### src/rtl/dpic_mem_arbiter_if.sv
// Bus bundle between the IF/LSU requesters, dpic_mem_arbiter and the DPI-C memory port.
// slave  : the arbiter side.
// master : the core + memory environment side.
interface dpic_mem_arbiter_if;

    localparam int unsigned ADDR_W = 64;
    localparam int unsigned DATA_W = 64;
    localparam int unsigned MASK_W = 8;

    // Instruction-fetch read port
    logic              if_req_valid;
    logic              if_req_ready;
    logic [ADDR_W-1:0] if_req_addr;
    logic              if_resp_valid;
    logic              if_resp_ready;
    logic [DATA_W-1:0] if_resp_rdata;

    // Load/store read/write port
    logic              lsu_req_valid;
    logic              lsu_req_ready;
    logic [ADDR_W-1:0] lsu_req_addr;
    logic              lsu_req_wen;
    logic [DATA_W-1:0] lsu_req_wdata;
    logic [MASK_W-1:0] lsu_req_wmask;
    logic              lsu_resp_valid;
    logic              lsu_resp_ready;
    logic [DATA_W-1:0] lsu_resp_rdata;
    logic              lsu_resp_err;

    // DPI-C memory read port
    logic              mem_rd_en;
    logic [ADDR_W-1:0] mem_rd_addr;
    logic [DATA_W-1:0] mem_rd_data;

    // DPI-C memory write port
    logic              mem_we_en;
    logic [ADDR_W-1:0] mem_we_addr;
    logic [DATA_W-1:0] mem_we_data;
    logic [MASK_W-1:0] mem_we_mask;

    modport slave (
        input  if_req_valid,
        input  if_req_addr,
        output if_req_ready,
        output if_resp_valid,
        input  if_resp_ready,
        output if_resp_rdata,
        input  lsu_req_valid,
        input  lsu_req_addr,
        input  lsu_req_wen,
        input  lsu_req_wdata,
        input  lsu_req_wmask,
        output lsu_req_ready,
        output lsu_resp_valid,
        input  lsu_resp_ready,
        output lsu_resp_rdata,
        output lsu_resp_err,
        output mem_rd_en,
        output mem_rd_addr,
        input  mem_rd_data,
        output mem_we_en,
        output mem_we_addr,
        output mem_we_data,
        output mem_we_mask
    );

    modport master (
        output if_req_valid,
        output if_req_addr,
        input  if_req_ready,
        input  if_resp_valid,
        output if_resp_ready,
        input  if_resp_rdata,
        output lsu_req_valid,
        output lsu_req_addr,
        output lsu_req_wen,
        output lsu_req_wdata,
        output lsu_req_wmask,
        input  lsu_req_ready,
        input  lsu_resp_valid,
        output lsu_resp_ready,
        input  lsu_resp_rdata,
        input  lsu_resp_err,
        input  mem_rd_en,
        input  mem_rd_addr,
        output mem_rd_data,
        input  mem_we_en,
        input  mem_we_addr,
        input  mem_we_data,
        input  mem_we_mask
    );

endinterface

### src/rtl/dpic_mem_arbiter.sv
// Two-requester (IF read / LSU read-write) arbiter and sequencer in front of the
// single DPI-C memory port. Emulates LATENCY wait cycles per access and issues
// each write as a single-cycle enable pulse with stable address/data/mask.
// Optional feature macro: DPIC_ARB_FIXED_PRIO_EN (LSU always wins a tie);
// when undefined, ties are resolved by a round-robin pointer.
module dpic_mem_arbiter #(
    parameter int unsigned LATENCY = 2
) (
    input  logic              clock,
    input  logic              reset,
    dpic_mem_arbiter_if.slave bus
);

    localparam int unsigned CNT_W  = 4;
    localparam int unsigned ADDR_W = 64;
    localparam int unsigned DATA_W = 64;
    localparam int unsigned MASK_W = 8;

    // Counter start value; zero means the access happens in the first BUSY cycle.
    localparam logic [CNT_W-1:0] CNT_INIT = CNT_W'(LATENCY - 1);

    localparam logic PORT_IF  = 1'b0;
    localparam logic PORT_LSU = 1'b1;

    typedef enum logic [1:0] {
        IDLE = 2'd0,
        BUSY = 2'd1,
        RESP = 2'd2
    } state_t;

    state_t            state;
    logic [CNT_W-1:0]  cnt;

    // Latched transaction
    logic              port_q;
    logic [ADDR_W-1:0] addr_q;
    logic              wen_q;
    logic [DATA_W-1:0] wdata_q;
    logic [MASK_W-1:0] wmask_q;
    logic              mask_ok_q;

    // Registered outputs
    logic              rd_en_q;
    logic              we_en_q;
    logic [DATA_W-1:0] rdata_q;
    logic              err_q;
    logic              if_valid_q;
    logic              lsu_valid_q;

`ifndef DPIC_ARB_FIXED_PRIO_EN
    logic              ptr_q;
`endif

    logic              grant_if_c;
    logic              grant_lsu_c;
    logic              accept_c;
    logic              acc_wen_c;
    logic              acc_mask_ok_c;
    logic              resp_ready_c;

    // Only byte, half, word and double-word masks are accepted by the memory.
    function automatic logic mask_legal(input logic [MASK_W-1:0] m);
        case (m)
            8'h01, 8'h03, 8'h0F, 8'hFF: return 1'b1;
            default:                    return 1'b0;
        endcase
    endfunction

    // Grant decision; only meaningful in IDLE, and never grants both ports.
    always_comb begin
        grant_if_c  = 1'b0;
        grant_lsu_c = 1'b0;
        if (state == IDLE) begin
`ifdef DPIC_ARB_FIXED_PRIO_EN
            if (bus.lsu_req_valid) begin
                grant_lsu_c = 1'b1;
            end else if (bus.if_req_valid) begin
                grant_if_c = 1'b1;
            end
`else
            if (bus.if_req_valid && bus.lsu_req_valid) begin
                grant_lsu_c = (ptr_q == PORT_LSU);
                grant_if_c  = (ptr_q == PORT_IF);
            end else if (bus.if_req_valid) begin
                grant_if_c = 1'b1;
            end else if (bus.lsu_req_valid) begin
                grant_lsu_c = 1'b1;
            end
`endif
        end
    end

    // Accept-side qualifiers; IF requests are always reads.
    always_comb begin
        accept_c      = grant_if_c || grant_lsu_c;
        acc_wen_c     = grant_lsu_c && bus.lsu_req_wen;
        acc_mask_ok_c = !acc_wen_c || mask_legal(bus.lsu_req_wmask);
        resp_ready_c  = (port_q == PORT_LSU) ? bus.lsu_resp_ready : bus.if_resp_ready;
    end

    // Sequencer: accept, count down the latency, access memory, hold the response.
    always_ff @(posedge clock or negedge reset) begin
        if (!reset) begin
            state       <= IDLE;
            cnt         <= '0;
            port_q      <= PORT_IF;
            addr_q      <= '0;
            wen_q       <= 1'b0;
            wdata_q     <= '0;
            wmask_q     <= '0;
            mask_ok_q   <= 1'b0;
            rd_en_q     <= 1'b0;
            we_en_q     <= 1'b0;
            rdata_q     <= '0;
            err_q       <= 1'b0;
            if_valid_q  <= 1'b0;
            lsu_valid_q <= 1'b0;
`ifndef DPIC_ARB_FIXED_PRIO_EN
            ptr_q       <= PORT_IF;
`endif
        end else begin
            case (state)
                IDLE: begin
                    if (accept_c) begin
                        state     <= BUSY;
                        cnt       <= CNT_INIT;
                        port_q    <= grant_lsu_c ? PORT_LSU : PORT_IF;
                        addr_q    <= grant_lsu_c ? bus.lsu_req_addr : bus.if_req_addr;
                        wen_q     <= acc_wen_c;
                        wdata_q   <= grant_lsu_c ? bus.lsu_req_wdata : '0;
                        wmask_q   <= grant_lsu_c ? bus.lsu_req_wmask : '0;
                        mask_ok_q <= acc_mask_ok_c;
                        // With a zero count the access cycle is the very next one.
                        rd_en_q   <= (CNT_INIT == '0) && !acc_wen_c;
                        we_en_q   <= (CNT_INIT == '0) && acc_wen_c && acc_mask_ok_c;
`ifndef DPIC_ARB_FIXED_PRIO_EN
                        ptr_q     <= grant_lsu_c ? PORT_IF : PORT_LSU;
`endif
                    end
                end
                BUSY: begin
                    if (cnt != '0) begin
                        cnt <= cnt - CNT_W'(1);
                        // Arm the enables so they are high exactly in the count-zero cycle.
                        if (cnt == CNT_W'(1)) begin
                            rd_en_q <= !wen_q;
                            we_en_q <= wen_q && mask_ok_q;
                        end
                    end else begin
                        rd_en_q <= 1'b0;
                        we_en_q <= 1'b0;
                        rdata_q <= wen_q ? '0 : bus.mem_rd_data;
                        err_q   <= wen_q && !mask_ok_q;
                        if (port_q == PORT_LSU) begin
                            lsu_valid_q <= 1'b1;
                        end else begin
                            if_valid_q <= 1'b1;
                        end
                        state <= RESP;
                    end
                end
                RESP: begin
                    if (resp_ready_c) begin
                        if_valid_q  <= 1'b0;
                        lsu_valid_q <= 1'b0;
                        err_q       <= 1'b0;
                        state       <= IDLE;
                    end
                end
                default: begin
                    state <= IDLE;
                end
            endcase
        end
    end

    // Request handshake
    assign bus.if_req_ready   = grant_if_c;
    assign bus.lsu_req_ready  = grant_lsu_c;

    // Responses share one data register; only the owning port's valid is raised.
    assign bus.if_resp_valid  = if_valid_q;
    assign bus.if_resp_rdata  = rdata_q;
    assign bus.lsu_resp_valid = lsu_valid_q;
    assign bus.lsu_resp_rdata = rdata_q;
    assign bus.lsu_resp_err   = err_q;

    // Memory side: payload always from the latches, only the enables are qualified.
    assign bus.mem_rd_en      = rd_en_q;
    assign bus.mem_rd_addr    = addr_q;
    assign bus.mem_we_en      = we_en_q;
    assign bus.mem_we_addr    = addr_q;
    assign bus.mem_we_data    = wdata_q;
    assign bus.mem_we_mask    = wmask_q;

endmodule

### src/flat_wrapper.sv
// flat-port wrapper written by rule: the top's interface ports become plain ports
module dpic_mem_arbiter_flat 
#(
    parameter int unsigned LATENCY = 2
)
  (clock, reset, bus_if_req_valid, bus_if_req_addr, bus_if_req_ready, bus_if_resp_valid, bus_if_resp_ready, bus_if_resp_rdata, bus_lsu_req_valid, bus_lsu_req_addr, bus_lsu_req_wen, bus_lsu_req_wdata, bus_lsu_req_wmask, bus_lsu_req_ready, bus_lsu_resp_valid, bus_lsu_resp_ready, bus_lsu_resp_rdata, bus_lsu_resp_err, bus_mem_rd_en, bus_mem_rd_addr, bus_mem_rd_data, bus_mem_we_en, bus_mem_we_addr, bus_mem_we_data, bus_mem_we_mask);
  dpic_mem_arbiter_if bus_i ();
  input  logic clock;
  input  logic reset;
  input wire logic [$bits(bus_i.if_req_valid)-1:0] bus_if_req_valid;
  input wire logic [$bits(bus_i.if_req_addr)-1:0] bus_if_req_addr;
  output wire logic [$bits(bus_i.if_req_ready)-1:0] bus_if_req_ready;
  output wire logic [$bits(bus_i.if_resp_valid)-1:0] bus_if_resp_valid;
  input wire logic [$bits(bus_i.if_resp_ready)-1:0] bus_if_resp_ready;
  output wire logic [$bits(bus_i.if_resp_rdata)-1:0] bus_if_resp_rdata;
  input wire logic [$bits(bus_i.lsu_req_valid)-1:0] bus_lsu_req_valid;
  input wire logic [$bits(bus_i.lsu_req_addr)-1:0] bus_lsu_req_addr;
  input wire logic [$bits(bus_i.lsu_req_wen)-1:0] bus_lsu_req_wen;
  input wire logic [$bits(bus_i.lsu_req_wdata)-1:0] bus_lsu_req_wdata;
  input wire logic [$bits(bus_i.lsu_req_wmask)-1:0] bus_lsu_req_wmask;
  output wire logic [$bits(bus_i.lsu_req_ready)-1:0] bus_lsu_req_ready;
  output wire logic [$bits(bus_i.lsu_resp_valid)-1:0] bus_lsu_resp_valid;
  input wire logic [$bits(bus_i.lsu_resp_ready)-1:0] bus_lsu_resp_ready;
  output wire logic [$bits(bus_i.lsu_resp_rdata)-1:0] bus_lsu_resp_rdata;
  output wire logic [$bits(bus_i.lsu_resp_err)-1:0] bus_lsu_resp_err;
  output wire logic [$bits(bus_i.mem_rd_en)-1:0] bus_mem_rd_en;
  output wire logic [$bits(bus_i.mem_rd_addr)-1:0] bus_mem_rd_addr;
  input wire logic [$bits(bus_i.mem_rd_data)-1:0] bus_mem_rd_data;
  output wire logic [$bits(bus_i.mem_we_en)-1:0] bus_mem_we_en;
  output wire logic [$bits(bus_i.mem_we_addr)-1:0] bus_mem_we_addr;
  output wire logic [$bits(bus_i.mem_we_data)-1:0] bus_mem_we_data;
  output wire logic [$bits(bus_i.mem_we_mask)-1:0] bus_mem_we_mask;
  assign bus_i.if_req_valid = bus_if_req_valid;
  assign bus_i.if_req_addr = bus_if_req_addr;
  assign bus_if_req_ready = bus_i.if_req_ready;
  assign bus_if_resp_valid = bus_i.if_resp_valid;
  assign bus_i.if_resp_ready = bus_if_resp_ready;
  assign bus_if_resp_rdata = bus_i.if_resp_rdata;
  assign bus_i.lsu_req_valid = bus_lsu_req_valid;
  assign bus_i.lsu_req_addr = bus_lsu_req_addr;
  assign bus_i.lsu_req_wen = bus_lsu_req_wen;
  assign bus_i.lsu_req_wdata = bus_lsu_req_wdata;
  assign bus_i.lsu_req_wmask = bus_lsu_req_wmask;
  assign bus_lsu_req_ready = bus_i.lsu_req_ready;
  assign bus_lsu_resp_valid = bus_i.lsu_resp_valid;
  assign bus_i.lsu_resp_ready = bus_lsu_resp_ready;
  assign bus_lsu_resp_rdata = bus_i.lsu_resp_rdata;
  assign bus_lsu_resp_err = bus_i.lsu_resp_err;
  assign bus_mem_rd_en = bus_i.mem_rd_en;
  assign bus_mem_rd_addr = bus_i.mem_rd_addr;
  assign bus_i.mem_rd_data = bus_mem_rd_data;
  assign bus_mem_we_en = bus_i.mem_we_en;
  assign bus_mem_we_addr = bus_i.mem_we_addr;
  assign bus_mem_we_data = bus_i.mem_we_data;
  assign bus_mem_we_mask = bus_i.mem_we_mask;
  dpic_mem_arbiter #(.LATENCY(LATENCY)) u_core (.clock(clock), .reset(reset), .bus(bus_i));
endmodule
### config.mk
export PLATFORM = sky130hd
export DESIGN_NAME = dpic_mem_arbiter_flat
export DESIGN_NICKNAME = d
export VERILOG_FILES = /design/src/rtl/dpic_mem_arbiter_if.sv /design/src/rtl/dpic_mem_arbiter.sv /design/src/flat_wrapper.sv
export SDC_FILE = /design/constraint.sdc
export NUM_CORES = 1
export LEC_CHECK = 0
export ABC_AREA = 1
export CORE_AREA = 2 2 233 235
export DETAILED_ROUTE_END_ITERATION = 7
export DIE_AREA = 0 0 235 237
export PLACE_DENSITY = 0.42
export SETUP_SLACK_MARGIN = 0.15
export SKIP_LAST_GASP = 1
export SYNTH_ARGS = -nofsm -noshare
export SYNTH_HDL_FRONTEND = slang
export SYNTH_SLANG_ARGS = --single-unit
### constraint.sdc
create_clock -name clock -period 3.4 [get_ports clock]
set_clock_uncertainty 0.2 [all_clocks]
set_input_delay 0.34 -clock clock [delete_from_list [all_inputs] [get_ports clock]]
set_output_delay 0.34 -clock clock [all_outputs]
set_load 0.02 [all_outputs]
=== Word level (Yosys, flattened, before mapping) ===
Cells that the tools add are included.

* Register bits after elaboration: 215
* Latch bits: 0
* Memory bits (writable): 0
* ROM bits: 0
* Input bits: 271
* Output and inout port bits: 335
* Memories kept: 0

* Add/subtract/negate cells: 1
* $mul: 0
* Div/mod/pow operators: 0
* Order comparisons: 0
* Eq/ne operators: 14
* Shifts and indexed selects: 0
* Multiplexer cells: 38
* Bitwise operators: 2
* Reduce and logical (&&, ||, !) cells: 22

{| class="wikitable"
|+ Operator list
! cell !! count
|-
| 64-bit two-way mux || 3
|-
| 1-bit two-way mux || 22
|-
| 3-bit AND reduction || 4
|-
| 1-bit case mux with 2 select lines || 5
|-
| 8-bit by 1-bit == test with 1-bit output, second input constant || 1
|-
| 8-bit by 2-bit == test with 1-bit output, second input constant || 1
|-
| 8-bit by 4-bit == test with 1-bit output, second input constant || 1
|-
| 8-bit == test, second input constant || 1
|-
| 4-bit two-way mux || 2
|-
| 8-bit two-way mux || 1
|-
| 2-bit by 1-bit inequality test with 1-bit output, second input constant || 4
|-
| 4-bit case mux with 2 select lines || 1
|-
| 4-bit AND reduction || 2
|-
| 2-bit two-way mux || 3
|-
| 2-bit case mux with 3 select lines || 1
|-
| 4-bit by 1-bit == test with 1-bit output, second input constant || 1
|-
| 1-bit logical AND || 4
|-
| 2-bit inequality test, second input constant || 2
|-
| 2-bit AND reduction || 2
|-
| 2-bit nonzero test || 2
|-
| 4-bit nonzero test || 1
|-
| 4-bit OR reduction || 1
|-
| 4-bit by 1-bit subtractor with 4-bit output, second input constant || 1
|-
| 1-bit logical NOT || 3
|-
| other kinds (6) || 8
|}

=== Longest topological paths before layout ===
Gate-level depths: netlist (run 1).

* Depth after elaboration: 7
* Mapped depth: 10

=== Worst setup path after synthesis (run 1) ===
Ideal clock, no wire load.

* Path kind: reg2out
* Start point: register u_core.state[0]
* End point: output bus_lsu_req_ready
* Arrival: 1.382 ns
* Required time: 2.860 ns
* Slack: 1.478 ns
* Cell stages (with the launch flop): 6
* Buffers on the path: 1
* Cells stage by stage: dfrtp_1 -> inv_1 -> ha_1 -> nand2_1 -> a21oi_4 -> clkbuf_1

* Word-level cells in the longest chain between the ends: 2

{| class="wikitable"
|+ RTL lines
! element !! line !! source
|-
| start: declaration || dpic_mem_arbiter.sv:31 || <nowiki>state_t state;</nowiki>
|-
| start signal: assignment || dpic_mem_arbiter.sv:104 || <nowiki>state <= IDLE;</nowiki>
|-
| start signal: assignment || dpic_mem_arbiter.sv:125 || <nowiki>state <= BUSY;</nowiki>
|-
| start signal: assignment || dpic_mem_arbiter.sv:159 || <nowiki>state <= RESP;</nowiki>
|-
| 2-bit logical NOT || dpic_mem_arbiter.sv:73 || <nowiki>if (state == IDLE) begin</nowiki>
|-
| 1-bit two-way mux || dpic_mem_arbiter.sv:73 ||
|-
| end: declaration || flat_wrapper.sv:21 || <nowiki>output wire logic [$bits(bus_i.lsu_req_ready)-1:0] bus_lsu_req_ready;</nowiki>
|}

No other way between the ends.

=== Worst setup path after layout (run 1) ===
Ends and elaborated chain as after synthesis.

==> results of run 1 <==
==> routing by layer <==
metal,GRT usage [%],wire [um],vias up
met4,3.87,909,10
met1,17.0,16500,4600
li1,-,-,4587
met5,0,59,-
met2,25.3,20700,444
met3,5.40,4080,56
==> sequential cells by signal (all words and copies together) (netlist names) <==
signal and count:
u_core.wen_q 1, u_core.bus.if_resp_rdata 64, u_core.bus.if_resp_valid 1, u_core.bus.mem_we_data 64
u_core.ptr_q 1, u_core.state 2, u_core.bus.lsu_resp_valid 1, u_core.port_q 1
u_core.bus.mem_we_en 1, u_core.bus.mem_rd_addr 64, u_core.mask_ok_q 1, u_core.bus.mem_we_mask 8
u_core.cnt 4, u_core.bus.mem_rd_en 1, u_core.bus.lsu_resp_err 1
==> layout make-up <==
cell class / instances / area, um^2 / share of cell area, %
sequential: 215 / 5380 / 31.9
timing repair buffer: 620 / 6250 / 37.1
clock inverter: 13 / 226 / 1.34
multi-input combinational: 753 / 3300 / 19.6
antenna: 1 / 2.50 / 0.0148
inverter: 19 / 71.3 / 0.423
tap: 696 / 871 / 5.17
clock buffer: 36 / 759 / 4.50
==> cells in the final DEF (no fill, tap or decap) <==
master,instances
dfrtp_1,215
clkinv_2,3
nand3_4,1
clkdlybuf4s50_1,604
inv_1,17
nand2_1,431
nand2_4,2
buf_8,1
a21oi_4,1
inv_6,1
clkbuf_1,4
nor2_1,17
clkinvlp_4,3
nand3_1,214
clkbuf_16,27
xnor2_1,1
ha_1,6
buf_12,6
diode_2,1
nand4_1,1
dlygate4sd3_1,1
inv_2,2
buf_4,8
clkbuf_8,5
o21ai_0,76
o22ai_1,1
bufinv_16,6
a21oi_1,1
nand3b_1,1
==> kinds of logic after synthesis <==
| group | count (synthesis) | share of synthesized area (%) |
|---|---|---|
| and+or+nand+nor | 667 | 27.8 |
| DFF | 215 | 53.8 |
| AOI/OAI and AO/OA | 79 | 4.08 |
| adders and majority gates | 6 | 0.751 |
| xor gates and xnor gates | 1 | 0.0876 |
| buffers and inverters | 220 | 13.5 |
==> what timing repair did <==
action	CTS	global route
hold endpoints to repair	77	0
hold buffers	1	0
endpoints found under the setup margin	0	0
==> tightest hold or removal path: stages <==
cell and delay [ps]:
clkdlybuf4s50_1 390, nand2_1 60, nand2_1 40
==> worst paths after layout <==
| check | start | to | cells after the start |
|---|---|---|---|
| worst max register to register | u_core.state[1] | u_core.bus.if_resp_rdata[34] | 6 |
| worst min-delay path | bus_lsu_req_wdata[12] | u_core.bus.mem_we_data[12] | 3 |
| max in group asynchronous | reset | u_core.bus.if_resp_rdata[35] | 3 |
| worst max-delay path | u_core.state[0] | bus_lsu_req_ready | 5 |
| worst min register to register | u_core.bus.mem_rd_en | u_core.bus.mem_rd_en | 2 |
| min in group asynchronous | reset | u_core.bus.mem_we_data[32] | 2 |
==> power by group through the flow <==
stage / Clock, mW / Sequential, mW / Combinational (mW)
final: 3.21 / 4.75 / 9.40
after floorplan: 0 / 5.91 / 4.11
after detailed placement: 0 / 4.77 / 9.55
after global placement: 0 / 4.77 / 9.54
after global routing: 3.43 / 4.93 / 10.1
after CTS: 3.34 / 4.78 / 9.58
==> metrics.yaml, run 1 <==
status: "finished clean"
cts.sinks: 215
synth_seq_cells: 215
cts_tree: "yes"
synth_top_area_share_pct: 53.8
synth-seq-area-share_pct: 53.8
synth_commonest_cells: "nand2_1 (433), dfrtp_1 (215), nand3_1 (215)"
max_freq_mhz: 328
synth_cell_types: 17
fp.dieW_um: 235
critical_path.top_delay_family: "buffers and inverters"
ctsResizeCount: 0
hpwl_um: 30000
post-route-min-period_ps: 3050
placed_cells: 2302
rsz0062_at_grt: "no"
drtPass1Iterations: 5
critPathBufInv: 2
netSwitchingFraction_pct: 42.5
ys.flop_type: "dfrtp_1"
vias: 9697
grt_pass1_wl_um: 63400
critPathMaxFanout: 5
wl_um: 42300
htreeDepth: 1
tns_ps: 0
place_area_mm2: 0.0159
ios: 606
synth_cells: 1188
antenna_found_initial: 6
cts_buffer_depth: 3
p_clk_share_pct: 18.5
dp_worst_setup_slack_ps: 764
synth_warnings: 0
ys_top_cells_by_area: "dfrtp_1 (54%), nand2_1 (16%), nand3_1 (11%)"
syn2layout_area_growth_pct: 68.7
pwr-share-seq_pct: 27.4
timing.final.crit_share_pct: 89.8
end_kind: "primary output"
arrival_ps: 2510
final_core_util_pct: 31.6
cts_root_buffer: "clkbuf_16"
grt_pass1_vias: 9972
port_buffers: 605
crit_required_ps: 2860
drive_above_1_share_pct: 3.99
postSynthAreaPerCell_um2: 8.41
syn-num-nets: 1465
path_clk_slew_ps: 60
yosysMostFrequentCell: "nand2_1"
r2r_slack_ps: 1030
numCtsBuffers: 27
p_sw_mw: 7.37
overflow: 0
dieArea_mm2: 0.0557
slowest_delay_ps: 830
worstHoldPathType: "in -> reg"
crit_chain: "inv_1, ha_1, nand2_4, a21oi_4, clkdlybuf4s50_1"
path_class: "reg -> out"
comb_power_share_pct: 54.1
layout_setup_ws_ps: 347
fin_hold_ws_ps: 116
fp-row-count: 85
track_usage_pct: 14.6
post_cts_buffers: 0
viasPerCell: 4.12
internal-power_mw: 9.99
synth-edff-count: 0
synth_async_sr_flop_share_pct: 100
drc: 0
instances_no_fill: 2353
p_leak_nw: 7.51
slowest_stage: "clkdlybuf4s50_1"
gp_congestion: 0.790
coreArea_mm2: 0.0533
drt-initial-drc-count: 408
slew_headroom_pct: 42.9
hold_viol_final: 0
syn_area_mm2: 0.0100
final_nets: 1913
fin_area_mm2: 0.0169
yosysTopAreaCell: "dfrtp_1"
start_util_pct: 18.8
critPathLaunchType: "register"
total_power_mw: 17.4
setup_viol: 0
grt_max_degree: 138
wl_per_cell_um: 18.0
powerDensity_mw_per_mm2: 1030
clk_latency_ps: 550
fp.dieH_um: 237
maxCapViolCount: 0
fillers: 5608
ir_drop_mv: 0.403
worst_pin_slew_ps: 856
drv_slew: 0
antenna_left: 0
(Power assumes the default switching activity.)
==> inputs of run 2 (changes only) <==
- clock period: 3.4 -> 3.9 ns (I/O delays scaled with it)
==> run 2 against run 1 <==
Compared with the run above: global-route usage about the same; count of clock-buffer cells in the layout up 6; sequential share of layout area up 0.19 points; critical path type unchanged; largest cell class unchanged; highest routed layer unchanged.
==> metrics.yaml, run 2 (synthesized netlist as in run 1, its figures left out) <==
start_util_pct: 18.8  # unchanged
arrival_ps: 2510  # about the same
p_leak_nw: 7.47  # was 7.51 nW
overflow: 0  # unchanged
wl_um: 42200  # was 42300 um
instances_no_fill: 2352  # was 2353
critPathBufInv: 2  # unchanged
htreeDepth: 1  # unchanged
port_buffers: 605  # unchanged
ios: 606  # unchanged
grt_pass1_vias: 9867  # was 9972
rsz0062_at_grt: "no"  # unchanged
antenna_left: 0  # unchanged
layout_commonest_cell: "clkdlybuf4s50_1"  # unchanged
drc: 0  # unchanged
slowest_delay_ps: 800  # was 830 ps
maxCapViolCount: 0  # unchanged
end_kind: "primary output"  # unchanged
placed_cells: 2302  # unchanged
coreArea_mm2: 0.0533  # unchanged
fillers: 5603  # was 5608
antenna_cells: 0  # was 1
track_usage_pct: 14.7  # was 14.6%
worst_pin_slew_ps: 881  # was 856 ps
drv_slew: 0  # unchanged
final_nets: 1913  # unchanged
drtPass1Iterations: 5  # unchanged
viasPerCell: 4.07  # was 4.12
cp-endpoint: "bus_lsu_req_ready"  # unchanged
antenna_found_initial: 1  # was 6
layout_setup_ws_ps: 802  # was 347 ps
wl_per_cell_um: 17.9  # was 18.0 um
reg2reg_depth: 7  # was 6
path_class: "reg -> out"  # unchanged
slowest_stage: "clkdlybuf4s50_1"  # unchanged
timing.final.crit_share_pct: 79.4
syn2layout_area_growth_pct: 67.7  # was 68.7%
tns_ps: 0  # unchanged
fp-row-count: 85  # unchanged
dieArea_mm2: 0.0557  # unchanged
hold_viol_final: 0  # unchanged
fp.dieH_um: 237  # unchanged
total_power_mw: 14.9  # was 17.4 mW
cts.sinks: 215  # unchanged
ir_drop_mv: 0.306  # was 0.403 mV
vias: 9575  # was 9697
crit_required_ps: 3310  # was 2860 ps
worstHoldPathType: "in -> reg"  # unchanged
post-route-min-period_ps: 3100
drive_above_1_share_pct: 3.74  # was 3.99%
max_freq_mhz: 323
critical_path.top_delay_family: "buffers and inverters"  # unchanged
hpwl_um: 30500  # was 30000 um
r2r_slack_ps: 1000  # was 1030 ps
cts_tree: "yes"  # unchanged
drt-initial-drc-count: 500  # was 408
setup_viol: 0  # unchanged
slew_headroom_pct: 41.3  # was 42.9%
critPathMaxFanout: 5  # unchanged
fp.dieW_um: 235  # unchanged
r2r_end: "u_core.bus.mem_rd_addr[47]"  # was u_core.bus.if_resp_rdata[34]
numCtsBuffers: 27  # unchanged
cts_root_buffer: "clkbuf_16"  # unchanged
gp_congestion: 0.771  # was 0.790
powerDensity_mw_per_mm2: 889  # was 1030 mW/mm^2
critPathLaunchType: "register"  # unchanged
status: "finished clean"  # unchanged
cp.depth: 5  # unchanged
clk_latency_ps: 550  # about the same
cts_buffer_depth: 3  # unchanged
mostFrequentLayoutCells: "clkdlybuf4s50_1 (604), nand2_1 (431), dfrtp_1 (215), nand3_1 (214), o21ai_0 (76)"  # unchanged
dp_worst_setup_slack_ps: 844  # was 764 ps
fin_hold_ws_ps: 169  # was 116 ps
grt_max_degree: 93  # was 138
reg2reg_from: "u_core.state[0]"  # was u_core.state[1]
fin_area_mm2: 0.0168  # was 0.0169 mm^2
grt_pass1_wl_um: 63400  # about the same
path_clk_slew_ps: 60  # about the same
final_core_util_pct: 31.5  # was 31.6%
crit_path_start: "u_core.state[0]"  # unchanged
place_area_mm2: 0.0158  # was 0.0159 mm^2
crit_chain: "inv_1, ha_1, nand2_4, a21oi_4, clkdlybuf4s50_1"  # unchanged
[run 2: changes by cell type in the layout (fill, tap and decap cells not counted), sizes merged]
cell / change
clkinv: -1
bufinv: -4
clkinvlp: -1
clkbuf: +6
diode: -1
[run 2: worst min-delay path: stages]
cell             delay, ps
clkdlybuf4s50_1        390
nand2_1                 60
nand2_1                 40
[run 2: area by class of cell]
| cell class | count | area, um^2 | area share (%) |
|---|---|---|---|
| inverters | 19 | 71.3 | 0.426 |
| multi-input cells | 753 | 3300 | 19.7 |
| clock buffers | 42 | 802 | 4.79 |
| repair buffers | 620 | 6240 | 37.2 |
| clock inverters | 7 | 97.6 | 0.582 |
| flip-flops and latches | 215 | 5380 | 32.1 |
| well taps | 696 | 871 | 5.20 |
[run 2: worst min-delay path by stage]
stage / cells past startpoint / startpoint / slack (ps) / end
final: 3 / bus_lsu_req_wdata[42] / 170 / u_core.bus.mem_we_data[42]
after CTS: 3 / bus_lsu_req_wdata[24] / 130 / u_core.bus.mem_we_data[24]
after detailed placement: 2 / u_core.bus.mem_we_en / 270 / u_core.bus.mem_we_en
after global placement: 2 / u_core.bus.mem_rd_en / 260 / u_core.bus.mem_rd_en
after global routing: 3 / bus_lsu_req_wdata[30] / 160 / u_core.bus.mem_we_data[30]
after floorplan: 0 / reset / -110 / u_core.bus.if_resp_rdata[0]
[run 2: per-layer routing]
metal	up-vias	global-route usage [%]	wire, um	share of wire, %
li1	4588	-	-	-
met1	4531	17.4	16900	40
met2	423	25.6	20900	49
met3	31	4.93	3760	8.9
met4	2	3.15	644	1.5
met5	-	0	8	0.019
[run 2: what timing repair did]
item / in CTS / in global routing
resized for setup: 0 / 0
endpoints found under the hold margin: 89 / 0
buffers inserted: 0 / 0
hold buffers: 1 / 0
[run 2: where the power goes]
| group | internal, mW | total (mW) | switching [mW] |
|---|---|---|---|
| clock | 1.54 | 2.57 | 1.03 |
| combinational | 3.66 | 8.17 | 4.51 |
| sequential | 3.28 | 4.16 | 0.881 |
| total | 8.47 | 14.9 | 6.42 |
==> inputs of run 3 (changes only) <==
- CORE_AREA: 2 2 233 235 -> 2 2 234 236
- DIE_AREA: 0 0 235 237 -> 0 0 236 238
- PLACE_DENSITY: 0.42 -> 0.44
- clock period: 3.9 -> 2.8 ns (I/O delays scaled with it)
==> run 3 against run 2 <==
Compared with the run above: setup slack worse by 450 ps; wire length down 1.1%; die area up 0.85%; worst hold slack worse by 100 ps; power up 44%; count of clock-buffer cells in the layout down 7; core utilization up 0.51 points; highest routed layer unchanged.
==> metrics.yaml, run 3 (synthesized netlist as in run 1, its figures left out) <==
status: "finished clean"  # unchanged
slew_headroom_pct: 51.5  # was 41.3%
viasPerCell: 4.06  # was 4.07
overflow: 0  # unchanged
setup_viol: 0  # unchanged
fp-row-count: 85  # unchanged
post-route-min-period_ps: 2450
maxCapViolCount: 0  # unchanged
met2_usage_pct: 24.3  # was 25.6%
antenna_left: 0  # unchanged
fillers: 5591  # was 5603
gp_congestion: 0.785  # was 0.771
slowest_delay_ps: 400  # was 800 ps
grt_pass1_wl_um: 61800  # was 63400 um
timing.final.crit_share_pct: 87.6
end_kind: "primary output"  # unchanged
powerDensity_mw_per_mm2: 1250  # was 889 mW/mm^2
wl_um: 41700  # was 42200 um
ios: 606  # unchanged
arrival_ps: 1970  # was 2510 ps
crit_chain: "inv_1, ha_2, nand3_1, inv_2, dlygate4sd2_1"  # was inv_1, ha_1, nand2_4, a21oi_4, clkdlybuf4s50_1
fp.dieW_um: 236  # was 235 um
tns_ps: 0  # unchanged
reg2reg_from: "u_core.state[0]"  # unchanged
antenna_found_initial: 6  # was 1
slowest_stage: "dfrtp_1"  # was clkdlybuf4s50_1
drv_slew: 0  # unchanged
layout_commonest_cell: "clkdlybuf4s50_1"  # unchanged
mostFrequentLayoutCells: "clkdlybuf4s50_1 (602), nand2_1 (431), dfrtp_1 (215), nand3_1 (214), o21ai_0 (76)"  # was clkdlybuf4s50_1 (604), nand2_1 (431), dfrtp_1 (215), nand3_1 (214), o21ai_0 (76)
dieArea_mm2: 0.0562  # was 0.0557 mm^2
grt_max_degree: 138  # was 93
worst_pin_slew_ps: 727  # was 881 ps
ir_drop_mv: 0.581  # was 0.306 mV
hpwl_um: 30500  # about the same
drtPass1Iterations: 5  # unchanged
clk_latency_ps: 550  # about the same
worstHoldPathType: "in -> reg"  # unchanged
rsz0062_at_grt: "no"  # unchanged
critPathLaunchType: "register"  # unchanged
critPathMaxFanout: 5  # unchanged
crit_path_start: "u_core.state[0]"  # unchanged
htreeDepth: 1  # unchanged
seq_area_mm2: 0.00538  # unchanged
busiest_layer: "met2"  # unchanged
p_leak_nw: 7.65  # was 7.47 nW
coreArea_mm2: 0.0535  # was 0.0533 mm^2
drt-initial-drc-count: 439  # was 500
hold_start: "bus_lsu_req_wdata[47]"  # was bus_lsu_req_wdata[42]
path_class: "reg -> out"  # unchanged
hold_viol_final: 0  # unchanged
cts_root_buffer: "clkbuf_16"  # unchanged
path_clk_slew_ps: 60  # about the same
crit_required_ps: 2320  # was 3310 ps
numCtsBuffers: 28  # was 27
final_nets: 1926  # was 1913
drc: 0  # unchanged
vias: 9614  # was 9575
post_cts_buffers: 0  # unchanged
wl_per_cell_um: 17.6  # was 17.9 um
met1_usage_pct: 17.1  # was 17.4%
cts_tree: "yes"  # unchanged
grt_pass1_vias: 9789  # was 9867
cts_buffer_depth: 3  # unchanged
multiInputGateArea_mm2: 0.00330  # about the same
start_util_pct: 18.7  # was 18.8%
final_core_util_pct: 32.0  # was 31.5%
max_freq_mhz: 408
grt_use_met3_pct: 4.99  # was 4.93%
cts.sinks: 215  # unchanged
drive_above_1_share_pct: 4.92  # was 3.74%
track_usage_pct: 14.2  # was 14.7%
hold_path_depth: 3  # unchanged
reg2reg_depth: 8  # was 7
port_buffers: 605  # unchanged
syn2layout_area_growth_pct: 71.0  # was 67.7%
fp.dieH_um: 238  # was 237 um
-- run 3: changes by cell type in the layout (fill, tap and decap cells not counted), sizes merged, moves of 2 or more --
cell,previous run,this run
diode,0,2
buf,15,27
clkdlybuf4s50,604,602
clkinvlp,2,0
clkinv,2,7
clkbuf,42,36
bufinv,2,7
-- run 3: final timing paths --
kind / slack [ps] / endpoint
setup / recovery: 350 / bus_if_req_ready
hold / removal: 70 / u_core.bus.mem_we_data[47]
setup reg to reg: 630 / u_core.bus.mem_rd_addr[61]
hold reg to reg: 270 / u_core.bus.mem_rd_en
max in group asynchronous: 1450 / u_core.bus.mem_we_data[43]
min in group asynchronous: 130 / u_core.bus.if_resp_rdata[16]
-- run 3: routing by layer --
layer / up-vias / wire, um
met5: - / 35
met4: 6 / 1040
met3: 56 / 3650
met2: 437 / 20000
met1: 4501 / 17000
li1: 4614 / -
-- run 3: final cells by class --
class / instances / area share (%)
inverters: 19 / 0.417
clock buffers: 35 / 4.61
clock inverters: 14 / 1.43
repair buffers: 632 / 37.6
well taps: 696 / 5.09
flip-flops and latches: 215 / 31.5
diodes: 2 / 0.0293
multi-input cells: 753 / 19.3
-- run 3: timing repair --
item	CTS	global route
resized for setup	3	2
hold buffers	1	0
endpoints found under the hold margin	80	0
endpoints found under the setup margin	2	1
-- run 3: through the flow --
stage / instance area [um^2] / instances / hold WS, ps / power, mW / setup slack, ps
finish: 17100 / 2366 / 66.6 / 21.4 / 347
global route: 17100 / 2365 / 48.6 / 22.7 / 160
CTS: 17100 / 2364 / 23.7 / 21.8 / 155
detailed placement: 16100 / 2314 / 136 / 17.5 / 396
global placement: 16100 / 2314 / 140 / 17.5 / 383
floorplan: 10000 / 1188 / -216 / 12.2 / 938
-- run 3: worst max-delay path, delay by kind of cell (launching register included) --
kind,cells,cell delay (ps)
adder cells (fa/ha/maj),1,270
buffers and inverters,3,600
flip-flops,1,400
AND/OR/NAND/NOR,1,140
-- run 3: power breakdown --
part / switching, mW / internal [mW] / total (mW)
clock network: 1.42 / 2.61 / 4.03
logic: 6.32 / 5.23 / 11.6
registers: 1.24 / 4.56 / 5.81
total: 8.98 / 12.4 / 21.4
